### src/rtl/tx_frame_arbiter.sv
// Round-robin arbiter that moves whole frames from two show-ahead buffers onto the
// MAC transmit stream, padding runts, flushing illegal lengths and enforcing the IFG.
module tx_frame_arbiter #(
  parameter int MIN_LEN = 64,
  parameter int MAX_LEN = 1518,
  parameter int IFG     = 12
) (
  input  logic        clk,
  input  logic        rst,
  input  logic        a_frm_rdy,
  input  logic [15:0] a_len,
  input  logic [7:0]  a_data,
  output logic        a_pop,
  input  logic        b_frm_rdy,
  input  logic [15:0] b_len,
  input  logic [7:0]  b_data,
  output logic        b_pop,
  output logic [7:0]  tx_data,
  output logic        tx_valid,
  output logic        tx_last,
  input  logic        tx_ready,
  output logic [1:0]  grant,
  output logic        frm_drop
);

  localparam logic [15:0] MIN_L    = 16'(MIN_LEN);
  localparam logic [15:0] MAX_L    = 16'(MAX_LEN);
  localparam logic [15:0] IFG_LAST = 16'(IFG - 1);

  typedef enum logic [2:0] {
    IDLE, CHECK, SEND, PAD, DRAIN, FLUSH, GAP
  } state_t;

  state_t      state, state_d;
  logic [15:0] len_q, len_d, cnt_q, cnt_d, ifg_q, ifg_d;
  logic        rr_last_q, rr_last_d;
  logic [1:0]  grant_d;
  logic [7:0]  tx_data_d;
  logic        tx_valid_d, tx_last_d, drop_d;
  logic        pop, pick_b, adv;
  logic [15:0] eff_len, cnt_inc;
  logic [7:0]  src_data;

  assign adv      = !tx_valid || tx_ready;
  assign src_data = grant[1] ? b_data : a_data;
  assign eff_len  = (len_q < MIN_L) ? MIN_L : len_q;
  assign cnt_inc  = cnt_q + 16'd1;
  assign a_pop    = pop && grant[0];
  assign b_pop    = pop && grant[1];

  // rr_last resets to B (1) so that port A wins the first tie.
  always_ff @(posedge clk or negedge rst) begin
    if (!rst) begin
      state     <= IDLE;
      len_q     <= 16'd0;
      cnt_q     <= 16'd0;
      ifg_q     <= 16'd0;
      rr_last_q <= 1'b1;
      grant     <= 2'b00;
      tx_data   <= 8'd0;
      tx_valid  <= 1'b0;
      tx_last   <= 1'b0;
      frm_drop  <= 1'b0;
    end else begin
      state     <= state_d;
      len_q     <= len_d;
      cnt_q     <= cnt_d;
      ifg_q     <= ifg_d;
      rr_last_q <= rr_last_d;
      grant     <= grant_d;
      tx_data   <= tx_data_d;
      tx_valid  <= tx_valid_d;
      tx_last   <= tx_last_d;
      frm_drop  <= drop_d;
    end
  end

  always_comb begin
    state_d    = state;
    len_d      = len_q;
    cnt_d      = cnt_q;
    ifg_d      = ifg_q;
    rr_last_d  = rr_last_q;
    grant_d    = grant;
    tx_data_d  = tx_data;
    tx_valid_d = tx_valid;
    tx_last_d  = tx_last;
    drop_d     = 1'b0;
    pop        = 1'b0;
    pick_b     = 1'b0;

    unique case (state)
      IDLE: begin
        if (a_frm_rdy || b_frm_rdy) begin
          pick_b  = b_frm_rdy && (!a_frm_rdy || !rr_last_q);
          grant_d = pick_b ? 2'b10 : 2'b01;
          len_d   = pick_b ? b_len : a_len;
          cnt_d   = 16'd0;
          state_d = CHECK;
        end
      end
      CHECK: begin
        state_d = (len_q == 16'd0 || len_q > MAX_L) ? FLUSH : SEND;
      end
      SEND: begin
        if (adv && cnt_q < len_q) begin
          tx_data_d  = src_data;
          tx_valid_d = 1'b1;
          tx_last_d  = (cnt_inc == eff_len);
          pop        = 1'b1;
          cnt_d      = cnt_inc;
          if (cnt_inc == len_q)
            state_d = (len_q < MIN_L) ? PAD : DRAIN;
        end
      end
      PAD: begin
        if (adv) begin
          tx_data_d  = 8'd0;
          tx_valid_d = 1'b1;
          tx_last_d  = (cnt_inc == eff_len);
          cnt_d      = cnt_inc;
          if (cnt_inc == MIN_L)
            state_d = DRAIN;
        end
      end
      DRAIN: begin
        if (tx_ready) begin
          tx_valid_d = 1'b0;
          tx_last_d  = 1'b0;
          rr_last_d  = grant[1];
          grant_d    = 2'b00;
          ifg_d      = 16'd0;
          state_d    = GAP;
        end
      end
      FLUSH: begin
        // A zero-length frame still passes through here so frm_drop fires once.
        if (cnt_q < len_q) begin
          pop   = 1'b1;
          cnt_d = cnt_inc;
        end
        if (len_q == 16'd0 || cnt_inc == len_q) begin
          drop_d    = 1'b1;
          rr_last_d = grant[1];
          grant_d   = 2'b00;
          ifg_d     = 16'd0;
          state_d   = GAP;
        end
      end
      GAP: begin
        if (ifg_q == IFG_LAST) state_d = IDLE;
        else                   ifg_d   = ifg_q + 16'd1;
      end
      default: state_d = IDLE;
    endcase
  end

endmodule

### config.mk
export PLATFORM = sky130hd
export DESIGN_NAME = tx_frame_arbiter
export DESIGN_NICKNAME = d
export VERILOG_FILES = /design/src/rtl/tx_frame_arbiter.sv
export SDC_FILE = /design/constraint.sdc
export NUM_CORES = 1
export LEC_CHECK = 0
export BUFFER_PORTS_ARGS = -buffer_cell sky130_fd_sc_hd__buf_2
export CORE_MARGIN = 5
export CORE_UTILIZATION = 44
export CTS_CLUSTER_SIZE = 16
export DETAILED_ROUTE_END_ITERATION = 10
export MAX_ROUTING_LAYER = met4
export SLEW_MARGIN = 10
export SYNTH_ARGS = -nofsm -noshare
export SYNTH_HDL_FRONTEND = slang
export SYNTH_SLANG_ARGS = --single-unit
### constraint.sdc
create_clock -name clk -period 8.4 [get_ports clk]
set_clock_uncertainty 0.1 [all_clocks]
set_input_delay 1.68 -clock clk [delete_from_list [all_inputs] [get_ports clk]]
set_output_delay 1.68 -clock clk [all_outputs]
set_load 0.1 [all_outputs]
==> impl_metrics.ini <==
[run_status]
run_status = finished, final reports clean

[finish]
drive_gt1_frac = 0.163
finalNetCount = 675
antennaDiodeCount = 0
areaGrowthSynthToFinish_pct = 12.2
layout.cells.most_common_list = 67 x sky130_fd_sc_hd__buf_2, 64 x sky130_fd_sc_hd__dfrtp_1, 58 x sky130_fd_sc_hd__nor2_1
layout.cells.most_common = sky130_fd_sc_hd__buf_2

[clocking]
clock_tree_from_tritoncts = done
cts_made_buffers = 9
htreeDepth = 3
post-cts-setup-buffers = 0
number_of_cells_upsized_or_downsized_after_cts = 0
cts-root-buf = sky130_fd_sc_hd__clkbuf_8
clock_sinks = 65
cts.reportedPaths.clkPinSlew_ns = 0.09
clock_latency_ns = 0.35
hold_buffers = 0
clockBufferDepth = 2

[yosys]
synth_seq_cells = 65
yosys.area_share.simple = 0.220
synthesis.area_sq_mm = 0.00461
yosys_warnings = 0
async_reset_ff_frac = 1.00
synthCells = 561
main_combinational_cell_family_by_area_after_synthesis = compound AO/OA/AOI/OAI gates
synth_edf_count = 0
synth_compound_gate_area_share = 0.232
synth_top_cell_area_share = 0.347
synthAdderAreaFrac = 0.0516
synth_top_cell_by_area = sky130_fd_sc_hd__dfrtp_1
yosys-top-cells-area = sky130_fd_sc_hd__dfrtp_1 35%, sky130_fd_sc_hd__mux2i_1 5.4%, sky130_fd_sc_hd__o21ai_0 5.4%, sky130_fd_sc_hd__ha_1 5.2%, sky130_fd_sc_hd__nor2_1 4.8%
synthesis.nets = 633
synth_top_flop_cell = sky130_fd_sc_hd__dfrtp_1
seq_area_frac_synth = 0.353
synth_cell_type_count = 63
post_synth.cell_area_avg_sq_um = 8.22
synthMuxAreaShare = 0.0543
synth_xor_area_frac = 0.0277

[timing]
worst_slew_margin_rel = 0.248
count_of_endpoints_failing_setup_in_the_final_report = 0
report.final.slew_viol_count = 0
tightestPinTransition_ns = 1.13
number_of_hold_slack_violations_in_the_final_timing_report = 0
fmaxAchievable_mhz = 208
post-route-min-period_ns = 4.80
fin_tns_setup_ns = 0
grt_setup_unrepaired = no
finalCritPeriodShare = 0.571

[floorplanning]
initial_core_util = 0.449
fp.dieW_microns = 112
die_area_sq_mm = 0.0126
rows = 37
core_area_sq_mm = 0.0103
chipHeight_microns = 112
ioPinCount = 68

[pwr]
ir_worst_vdd_mv = 0.274
pwr_density_cell_mw_per_mm2 = 307
post-layout-total-power_mw = 1.59
power.static_leakage_nw = 2.30

[min_path]
hold_path_startpoint = tx_data[6]$_DFFE_PN0P_
whs_endpoint = tx_data[6]$_DFFE_PN0P_
hp-class = flip-flop to flip-flop
worstHoldPathCells = 2

[drt]
viasPerCell = 5.81
detailroute.via_count = 4325
total_wire_length_microns = 12500
route.detailed.drc = 0
firstDrtPassIters = 4
routedWlPerCell_microns = 16.8
drt_iter0_markers = 248
ant_nets = 0

[worst_setup_path]
timing.critical_path.arrival_ns = 3.02
timing.rr.end = ifg_q[5]$_DFFE_PN0P_
peak_fanout_along_the_critical_path = 15
crit_path_end_kind = primary output
timing.reg2reg.setup_slack_ns = 4.02
reg2reg_from = cnt_q[0]$_DFFE_PN0P_
r2r_cells = 10
critPathRequiredTime_ns = 6.62
crit_path_start_kind = flip-flop
criticalPathCategory = flip-flop to primary output

[placed_design]
portBuffers = 67
place.gp.congestion = 0.905
dp_hpwl_microns = 9170

[global_route]
grt_start_max_net_pins = 66
number_of_antenna_violations_at_the_first_check_in_global_routing = 0
global_route.overflow_total = 0
first_global_vias = 4206
gr-usage-all-layers = 0.207
global_route_wire_length_before_repair_microns = 21000

[flow_run]
cap_viol_max_count = 0
-- cells in the mapped netlist, drive strengths merged (2+ instances only) --
cell	instances
a221oi	3
o221ai	4
and2	4
o2111ai	3
clkbuf	22
a211o	4
xnor2	9
nor3	11
nor2	59
or4	2
a41oi	2
nor2b	4
o22ai	5
o31a	2
a2bb2oi	2
buf	18
a31oi	23
o21ai	51
nor4bb	2
o41ai	6
nand3	19
o31ai	7
a211oi	3
a21oi	37
or2	2
dfrtp	64
nor4	10
or3	4
inv	26
nand2	50
o21a	5
mux2i	25
and3	8
nand4	19
o211ai	2
nand2b	5
xor2	3
ha	19
-- metrics by stage --
step / util / cell area [sq um] / cells / setup slack, ns / hold slack (ns)
2_1_floorplan: - / 4610 / 561 / 3.74 / 0.350
3_3_place_gp: 0.483 / 4970 / 728 / 3.77 / 0.357
3_5_place_dp: 0.483 / 4970 / 728 / 3.71 / 0.366
4_1_cts: 0.503 / 5170 / 744 / 3.62 / 0.387
5_1_grt: 0.503 / 5170 / 744 / 3.36 / 0.413
6_report: 0.503 / 5170 / 744 / 3.60 / 0.387
-- where the power goes --
| group | total, mW | leakage [nW] | internal [mW] | switching (mW) |
|---|---|---|---|---|
| Combinational | 0.767 | 1.37 | 0.226 | 0.541 |
| Sequential | 0.533 | 0.833 | 0.400 | 0.133 |
| Clock | 0.289 | 0.0988 | 0.142 | 0.147 |
-- critical path, cell delays in order (launching register included) --
cell and delay (ns):
sky130_fd_sc_hd__dfrtp_1 0.66, sky130_fd_sc_hd__ha_1 0.34, sky130_fd_sc_hd__a211oi_1 0.23, sky130_fd_sc_hd__o21ai_0 0.14
sky130_fd_sc_hd__o2111ai_1 0.19, sky130_fd_sc_hd__o211ai_1 0.30, sky130_fd_sc_hd__a21oi_1 0.23, sky130_fd_sc_hd__and2_1 0.15
sky130_fd_sc_hd__buf_2 0.42
-- area by class of cell --
type / instances / area (sq um)
Clock buffer: 9 / 124
Clock inverter: 7 / 82.6
Fill cell: 1025 / 5100
Inverter: 27 / 101
Multi-Input combinational cell: 429 / 2700
Sequential cell: 65 / 1630
Tap cell: 136 / 170
Timing Repair Buffer: 71 / 365
-- sequential cells by signal (all words and copies together) (netlist names), 2 cells and up --
register,count
ifg_q,16
len_q,16
grant,2
state,3
cnt_q,16
tx_data,8
-- cell families after synthesis --
logic type,count (synthesis)
xor+xnor,13
fa+ha+maj,19
flops,65
buf+inv,67
simple gates,202
mux,25
compound gates,170
-- per-layer routing --
metal,up-vias,GRT usage,part of all wire
met4,0,0.0465,0.0061
met5,-,-,0
met2,123,0.323,0.47
met3,11,0.0410,0.059
li1,2154,-,-
met1,2037,0.280,0.46
-- how the worst max path moves through the flow --
| stage | startpoint | endpoint | slack (ns) | depth (start not counted) |
|---|---|---|---|---|
| finish | cnt_q[9]$_DFFE_PN0P_ | b_pop | 3.60 | 8 |
| detailed placement | tx_ready | b_pop | 3.71 | 6 |
| floorplan | tx_ready | a_pop | 3.74 | 4 |
| global route | cnt_q[9]$_DFFE_PN0P_ | b_pop | 3.36 | 8 |
| CTS | cnt_q[9]$_DFFE_PN0P_ | b_pop | 3.62 | 8 |
| global placement | tx_ready | a_pop | 3.77 | 6 |
(Power assumes the default switching activity.)
